--- config.mk ---
export PLATFORM = sky130hd
export DESIGN_NAME = dac_seq_flat
export DESIGN_NICKNAME = d
export VERILOG_FILES = /design/src/rtl/dac_seq_if.sv /design/src/rtl/dac_seq.sv /design/src/flat_wrapper.sv
export SDC_FILE = /design/constraint.sdc
export NUM_CORES = 1
export LEC_CHECK = 0
export CORE_AREA = 5 5 143 145
export DETAILED_ROUTE_END_ITERATION = 12
export DIE_AREA = 0 0 148 150
export GPL_TIMING_DRIVEN = 0
export PLACE_DENSITY = 0.48
export SLEW_MARGIN = 20
export SYNTH_ARGS = -nofsm -noshare
export SYNTH_HDL_FRONTEND = slang
export SYNTH_SLANG_ARGS = --single-unit
export TNS_END_PERCENT = 50
--- constraint.sdc ---
create_clock -name CLK50MHZ -period 3.7 [get_ports CLK50MHZ]
set_input_delay 0.74 -clock CLK50MHZ [delete_from_list [all_inputs] [get_ports CLK50MHZ]]
set_output_delay 0.74 -clock CLK50MHZ [all_outputs]
set_load 0.01 [all_outputs]
--- src/rtl/dac_seq_if.sv ---
// Handshake bundle between the waveform sequencer and the SPI DAC driver.
// The sequencer is the master: it presents a sample, pulses dactrig and waits for dacdone.
interface dac_seq_if #(
  parameter int DW = 12
);
  logic [DW-1:0] data;
  logic [3:0]    address;
  logic [3:0]    command;
  logic          dactrig;
  logic          dacdone;

  modport master (
    output data,
    output address,
    output command,
    output dactrig,
    input  dacdone
  );

  modport slave (
    input  data,
    input  address,
    input  command,
    input  dactrig,
    output dacdone
  );
endinterface

--- src/rtl/dac_seq.sv ---
// Round-robin DAC channel sequencer producing constant, sawtooth or triangle waveforms
// per channel, with a sweep-rate divider, a dacdone timeout and status/debug outputs.
module dac_seq #(
  parameter int NCH     = 4,
  parameter int DW      = 12,
  parameter int STEP    = 1,
  parameter int DIV     = 1000,
  parameter int TIMEOUT = 4095
) (
  input  logic          CLK50MHZ,
  input  logic          RST,
  input  logic          en,
  input  logic [1:0]    mode,
  input  logic [DW-1:0] const_val,
  dac_seq_if.master     dac,
  output logic          busy,
  output logic          err,
  output logic [7:0]    debug
);

  localparam int CHW   = (NCH > 1) ? $clog2(NCH) : 1;
  localparam int NSLOT = 2 ** CHW;
  localparam int TOW   = $clog2(TIMEOUT + 1);
  localparam int DVW   = $clog2(DIV + 1);
  localparam int DW1   = DW + 1;

  localparam logic [3:0]     LAST_CH  = 4'(NCH - 1);
  localparam logic [TOW-1:0] TO_LAST  = TOW'(TIMEOUT - 1);
  localparam logic [DVW-1:0] DIV_LAST = DVW'(DIV - 1);
  localparam logic [DW:0]    STEP_W   = DW1'(STEP);
  localparam logic [DW:0]    MAX_W    = {1'b0, {DW{1'b1}}};
  localparam logic [DW:0]    UP_LIMIT = MAX_W - STEP_W;

  typedef enum logic [2:0] {
    S_IDLE   = 3'd0,
    S_LOAD   = 3'd1,
    S_TRIG   = 3'd2,
    S_WAIT   = 3'd3,
    S_UPDATE = 3'd4,
    S_PAUSE  = 3'd5
  } state_t;

  state_t          state;
  state_t          state_nx;
  logic [3:0]      chan;
  logic [DW-1:0]   value [NSLOT];
  logic            dir   [NSLOT];
  logic [DW-1:0]   data_r;
  logic [3:0]      addr_r;
  logic            trig_r;
  logic            err_r;
  logic [TOW-1:0]  to_cnt;
  logic [DVW-1:0]  div_cnt;

  logic [CHW-1:0]  idx;
  logic            use_wave;
  logic            timeout_hit;
  logic [DW:0]     cur;
  logic [DW-1:0]   nxt_val;
  logic            nxt_dir;

  assign idx         = chan[CHW-1:0];
  assign use_wave    = (mode == 2'b01) || (mode == 2'b10);
  assign timeout_hit = (to_cnt == TO_LAST);
  assign cur         = {1'b0, value[idx]};

  always_ff @(posedge CLK50MHZ or negedge RST) begin
    if (!RST) state <= S_IDLE;
    else      state <= state_nx;
  end

  always_comb begin
    state_nx = state;
    case (state)
      S_IDLE:   if (en) state_nx = S_LOAD;
      S_LOAD:   state_nx = S_TRIG;
      S_TRIG:   state_nx = S_WAIT;
      // A done pulse on the expiry cycle still counts as a normal completion.
      S_WAIT:   if (dac.dacdone || timeout_hit) state_nx = S_UPDATE;
      S_UPDATE: state_nx = (chan == LAST_CH) ? S_PAUSE : S_LOAD;
      S_PAUSE:  if (div_cnt == DIV_LAST) state_nx = S_IDLE;
      default:  state_nx = S_IDLE;
    endcase
  end

  // Triangle arithmetic runs one bit wider so the turnaround saturates instead of wrapping.
  always_comb begin
    nxt_val = value[idx];
    nxt_dir = dir[idx];
    case (mode)
      2'b01: nxt_val = DW'(cur + STEP_W);
      2'b10: begin
        if (!dir[idx]) begin
          if (cur > UP_LIMIT) begin
            nxt_val = MAX_W[DW-1:0];
            nxt_dir = 1'b1;
          end else begin
            nxt_val = DW'(cur + STEP_W);
          end
        end else begin
          if (cur < STEP_W) begin
            nxt_val = '0;
            nxt_dir = 1'b0;
          end else begin
            nxt_val = DW'(cur - STEP_W);
          end
        end
      end
      default: begin
        nxt_val = value[idx];
        nxt_dir = dir[idx];
      end
    endcase
  end

  always_ff @(posedge CLK50MHZ or negedge RST) begin
    if (!RST) begin
      chan    <= '0;
      data_r  <= '0;
      addr_r  <= '0;
      trig_r  <= 1'b0;
      err_r   <= 1'b0;
      to_cnt  <= '0;
      div_cnt <= '0;
      for (int i = 0; i < NSLOT; i++) begin
        value[i] <= '0;
        dir[i]   <= 1'b0;
      end
    end else begin
      trig_r <= (state_nx == S_TRIG);
      case (state)
        S_IDLE: if (en) chan <= '0;
        S_LOAD: begin
          data_r <= use_wave ? value[idx] : const_val;
          addr_r <= chan;
        end
        S_TRIG: to_cnt <= '0;
        S_WAIT: begin
          if (!dac.dacdone) begin
            if (timeout_hit) err_r  <= 1'b1;
            else             to_cnt <= to_cnt + 1'b1;
          end
        end
        S_UPDATE: begin
          value[idx] <= nxt_val;
          dir[idx]   <= nxt_dir;
          if (chan == LAST_CH) begin
            chan    <= '0;
            div_cnt <= '0;
          end else begin
            chan <= chan + 4'd1;
          end
        end
        S_PAUSE: if (div_cnt != DIV_LAST) div_cnt <= div_cnt + 1'b1;
        default: ;
      endcase
    end
  end

  assign dac.data    = data_r;
  assign dac.address = addr_r;
  assign dac.command = 4'b0011;
  assign dac.dactrig = trig_r;
  assign busy        = (state != S_IDLE);
  assign err         = err_r;
  assign debug       = {err_r, busy, state, chan[2:0]};

endmodule

--- src/flat_wrapper.sv ---
// flat-port wrapper written by rule: the top's interface ports become plain ports
module dac_seq_flat 
#(
  parameter int NCH     = 4,
  parameter int DW      = 12,
  parameter int STEP    = 1,
  parameter int DIV     = 1000,
  parameter int TIMEOUT = 4095
)
  (CLK50MHZ, RST, en, mode, const_val, busy, err, debug, dac_data, dac_address, dac_command, dac_dactrig, dac_dacdone);
  dac_seq_if #(.DW(DW)) dac_i ();
  input  logic CLK50MHZ;
  input  logic RST;
  input  logic en;
  input  logic [1:0] mode;
  input  logic [DW-1:0] const_val;
  output logic busy;
  output logic err;
  output logic [7:0] debug;
  output wire logic [$bits(dac_i.data)-1:0] dac_data;
  output wire logic [$bits(dac_i.address)-1:0] dac_address;
  output wire logic [$bits(dac_i.command)-1:0] dac_command;
  output wire logic [$bits(dac_i.dactrig)-1:0] dac_dactrig;
  input wire logic [$bits(dac_i.dacdone)-1:0] dac_dacdone;
  assign dac_data = dac_i.data;
  assign dac_address = dac_i.address;
  assign dac_command = dac_i.command;
  assign dac_dactrig = dac_i.dactrig;
  assign dac_i.dacdone = dac_dacdone;
  dac_seq #(.NCH(NCH), .DW(DW), .STEP(STEP), .DIV(DIV), .TIMEOUT(TIMEOUT)) u_core (.CLK50MHZ(CLK50MHZ), .RST(RST), .en(en), .mode(mode), .const_val(const_val), .dac(dac_i), .busy(busy), .err(err), .debug(debug));
endmodule
; After elaboration in Yosys (flattened, before gate mapping)
; Cells that the tools add are included.
[totals]
ff_bits = 99
[op_classes]
add_sub_neg = 5
n_lt_le_gt_ge = 4
eq_ne = 17
muxes = 35
bitwise_logic = 2
n_reduce_logical = 12
[op_table]
columns = op, count
row1 = 2-to-1 mux 12 bit, 9
row2 = bitwise mux 48 bit, 1
row3 = one-hot mux 12 bit (2 select lines), 2
row4 = "adder 12 x 1 -> 12 bit, second input constant", 2
row5 = binary-select mux 12 bit (select 2 bit), 1
row6 = demux 12 bit (select 2 bit), 1
row7 = 2-to-1 mux 10 bit, 2
row8 = one-hot mux 10 bit (2 select lines), 1
row9 = one-hot mux 3 bit (6 select lines), 1
row10 = "equality test 12 bit, second input constant", 1
row11 = "> comparator 12 bit, second input constant", 1
row12 = "< comparator 12 x 1 -> 1 bit, second input constant", 1
row13 = 2-to-1 mux 3 bit, 4
row14 = "subtractor 12 x 1 -> 12 bit, second input constant", 1
row15 = "adder 10 x 1 -> 10 bit, second input constant", 1
row16 = "equality test 10 bit, second input constant", 1
row17 = "inequality test 10 bit, second input constant", 1
row18 = "equality test 3 x 2 -> 1 bit, second input constant", 3
row19 = AND reduction 3 bit, 3
row20 = 2-to-1 mux 4 bit, 2
row21 = one-hot mux 4 bit (2 select lines), 1
row22 = 2-to-1 mux 1 bit, 7
row23 = "equality test 3 bit, second input constant", 2
row24 = "inequality test 2 bit, second input constant", 3
row25 = other kinds (19), 23

; Depth between registers and ports, before layout
[logic_depth]
depth_word = 9
depth_mapped = 13

; Worst setup path after synthesis
; No wires, ideal clock.
[synth_path]
path_kind = register to register
from = register u_core.chan[0]
to = register u_core.value[17] in the netlist's numbering
setup_time_ns = 0.141
arrival_time_ns = 3.276
required_time_ns = 3.559
path_slack_ns = 0.283
path_stages_with_launch = 14
path_buffers = 3
cell_sequence = dfrtp_1 -> buf_6 -> buf_6 -> mux4_2 -> buf_6 -> inv_1 -> ha_1 -> inv_1 -> nor4_1 -> o2111ai_2 -> o211ai_2 -> o211ai_1 -> a222oi_1 -> o21ai_1
[synth_via]
elab_chain_cells = 9
[synth_lines]
columns = item, line_no
row1 = "start, declared", dac_seq.sv:45  ; logic [3:0] chan;
row2 = "start signal, assigned", dac_seq.sv:151  ; chan <= chan + 4'd1;
row3 = inverter 2 -> 3 bit (not written as such) *, --
row4 = binary-select mux 12 bit (select 2 bit), "dac_seq.sv:65, dac_seq.sv:110"
row5 = 2-to-1 mux 12 bit (not written as such) (2 in a row), "dac_seq.sv:65, dac_seq.sv:110"
row6 = adder 12 x 1 -> 12 bit (tied with other cells), "dac_seq.sv:91, dac_seq.sv:98"
row7 = "2-to-1 mux 12 bit, on equally long branches", "dac_seq.sv:94, dac_seq.sv:101"
row8 = 2-to-1 mux 12 bit, dac_seq.sv:93  ; if (!dir[idx]) begin
row9 = one-hot mux 12 bit (2 select lines), dac_seq.sv:90  ; case (mode)
row10 = bitwise mux 48 bit *, dac_seq.sv:145  ; value[idx] <= nxt_val;
row11 = "end signal, assigned by index", dac_seq.sv:145
row12 = "end, declared", dac_seq.sv:46  ; logic [DW-1:0] value [NSLOT];
; Every way passes the cells marked *; elsewhere a longest branch is shown, timed or not. The select of a mux whose other input is x is not followed.
; A chain may end at the register's enable or synchronous reset.

; Final worst setup path
[layout_path]
from = register u_core.chan[0]
to = register u_core.value[9] in the netlist's numbering
; The elaborated chain is that of the path after synthesis.

==> impl_metrics.json <==
{
  "worstPathArrival_ns": 3.73,
  "grt_pass1_vias": 4895,
  "netlist_area_um2": 5620,
  "timing.setup.tns_ns": 0,
  "place_inst": 888,
  "fillers": 1924,
  "maxSlewHeadroom": 0.408,
  "ys_types": 68,
  "path_cells": "buf_8, buf_6, mux4_2, buf_6, inv_1, ha_1, inv_1, nor4_4, buf_4, o2111ai_4, nand2_2, o21ai_1, a221oi_2, buf_4, o31ai_1",
  "fp.coreArea_um2": 19100,
  "critPathSlowestCell": "mux4_2",
  "setup.worst_path.class": "reg2reg",
  "routed_wl_um": 16100,
  "cts_buffer_depth": 2,
  "die_x_um": 148,
  "netlist_instances": 603,
  "drtIter0Drc": 410,
  "ys_seq_area_frac": 0.441,
  "dpl.hpwl_um": 11600,
  "ant_nets": 0,
  "power.leakage_nw": 2.78,
  "cpPeakStageDelay_ns": 0.57,
  "dieArea_um2": 22200,
  "final_nets": 699,
  "register_area_um2": 2480,
  "postPlaceCellArea_um2": 6390,
  "vias_per_cell": 5.26,
  "rows": 51,
  "io_buffer_count": 44,
  "track_usage": 0.151,
  "ys.flop_type": "dfrtp_1",
  "routabilityCongestion": 0.910,
  "fmax_ghz": 0.286,
  "cts_tree": "done",
  "n_antenna_cell": 0,
  "overflow": 0,
  "vias": 4793,
  "layout_common_cells": "nand2_1 (103), dfrtp_1 (98), nor2_1 (66), clkdlybuf4s50_1 (43), o21ai_0 (33)",
  "finalSetupViolCount": 0,
  "start_util": 0.294,
  "hold_class": "in2async",
  "status": "finished clean",
  "grt_max_degree": 74,
  "powerDensity_nw_per_um2": 810,
  "ys_async_sr_fraction": 1.00,
  "final_common_cell": "nand2_1",
  "cts.htree.levels": 3,
  "die_height_um": 150,
  "ir_worst_vdd_v": 0.000367,
  "rsz0062_at_grt": "no",
  "cp-end-kind": "flip-flop",
  "io_pins": 49,
  "cts_buffers": 9,
  "synth_warnings": 0,
  "clock-sinks": 99,
  "grt_pass1_wl_um": 26500,
  "drive_gt1_frac": 0.131,
  "maxCapViolations": 0,
  "syn_area_per_cell_um2": 9.32,
  "finalHoldViolCount": 0,
  "fin_crit_ns": 3.50,
  "layout_worst_path_cycle_share": 0.945,
  "synth-edff-count": 0,
  "root_buffer": "clkbuf_16",
  "cp.required_ns": 3.93,
  "stdcell_area_um2": 6810,
  "rrSetupSlack_ns": 0.20,
  "dr.pass1.iters": 5,
  "post_drt_wl_per_cell_um": 17.7,
  "maxSlewViolCount": 0,
  "worstMarginPinSlew_ns": 0.886,
  "multiInputGateArea_um2": 2910,
  "synth_seq_cells": 99,
  "skew_ns": 0.00837,
  "post-route-util": 0.357,
  "area_growth_pct": 21.2,
  "stdcell_count": 912,
  "cp-start-kind": "flip-flop",
  "ctsHoldBuffers": 0,
  "antenna_found_initial": 0,
  "crit_path_max_fanout": 10,
  "clock_latency_ns": 0.36,
  "drc": 0,
  "path_clk_slew_ns": 0.08
}
worst max-delay path, delay by kind of cell (launching register included):
family | cells | cell delay, ns
flops | 1 | 0.42
buf+inv | 7 | 1.14
compound gates | 4 | 0.66
fa+ha+maj | 1 | 0.18
simple gates | 2 | 0.40
mux | 1 | 0.57
Yosys cell counts, drive strengths merged, types with 4 or more instances:
library cell,number,share of area
xnor2,9,0.014
nor2,66,0.044
xor2,14,0.022
nand2b,6,0.0067
nand3b,4,0.0053
or3,7,0.0078
nand4b,4,0.0062
a21oi,26,0.023
o21ai,49,0.044
dfrtp,99,0.44
a31oi,14,0.016
nand3,7,0.0062
nor3,10,0.0098
buf,22,0.027
o211ai,5,0.0076
and3,8,0.0098
inv,15,0.010
nand4,14,0.016
o31ai,9,0.012
nand2,104,0.069
mux2,12,0.024
clkbuf,23,0.015
mux4,13,0.052
ha,12,0.027
nor4,7,0.014
through the flow:
| step | total power [mW] | hold WS, ns | setup slack, ns |
|---|---|---|---|
| detailed placement | 4.45 | 0.467 | -0.774 |
| CTS | 5.51 | 0.246 | 0.0145 |
| floorplan | 3.52 | 0.443 | 0.283 |
| finish | 5.51 | 0.241 | 0.202 |
| global placement | 4.40 | 0.456 | -1.84 |
| global route | 5.92 | 0.250 | 0.00476 |
final timing paths:
path,from,endpoint,cells after the start
worst max register to register,u_core.chan[0],u_core.value[9],15
min in group CLK50MHZ,u_core.value[45],u_core.value[45],2
max in group asynchronous,RST,u_core.value[33],2
worst min-delay path,RST,u_core.value[47],1
worst max-delay path,u_core.chan[0],u_core.value[9],15
worst min register to register,u_core.value[45],u_core.value[45],2
flip-flops by register name, indices dropped and copies added (netlist names):
signal and count:
u_core.state 3, u_core.dac.address 4, u_core.value 48, u_core.err 1, u_core.chan 4, u_core.dac.dactrig 1, u_core.dir 4, u_core.div_cnt 10
u_core.dac.data 12, u_core.to_cnt 12
final cells by class:
class                      count  area share
multi-input combinational    446       0.427
sequential                    99       0.364
timing repair buffer          53      0.0777
tap                          238      0.0437
buffer                        45      0.0356
clock buffer                   9      0.0331
clock inverter                 7      0.0101
inverter                      15     0.00827
cell families after synthesis:
kind of cell,Yosys count,synth area share
XOR/XNOR,23,0.0359
multiplexers,25,0.0762
flip-flops,99,0.441
adder cells (fa/ha/maj),12,0.0267
other,2,0.00134
buffers and inverters,60,0.0523
AO/OA/AOI/OAI,132,0.153
AND/OR/NAND/NOR,250,0.214
per-layer routing:
layer,part of all wire,GRT usage
met5,0,0
met3,0.051,0.0360
met4,0.022,0.0476
met1,0.45,0.197
met2,0.48,0.247
what timing repair did:
action / in CTS / in global routing
resized for setup: 4 / 6
setup buffers: 4 / 4
endpoints found under the setup margin: 48 / 43
pin swaps: 6 / 2
power breakdown:
| part | switching (mW) | internal, mW |
|---|---|---|
| Combinational | 1.71 | 1.19 |
| Clock | 0.480 | 0.473 |
| Sequential | 0.232 | 1.44 |
Power figures use the tool's default switching activity.
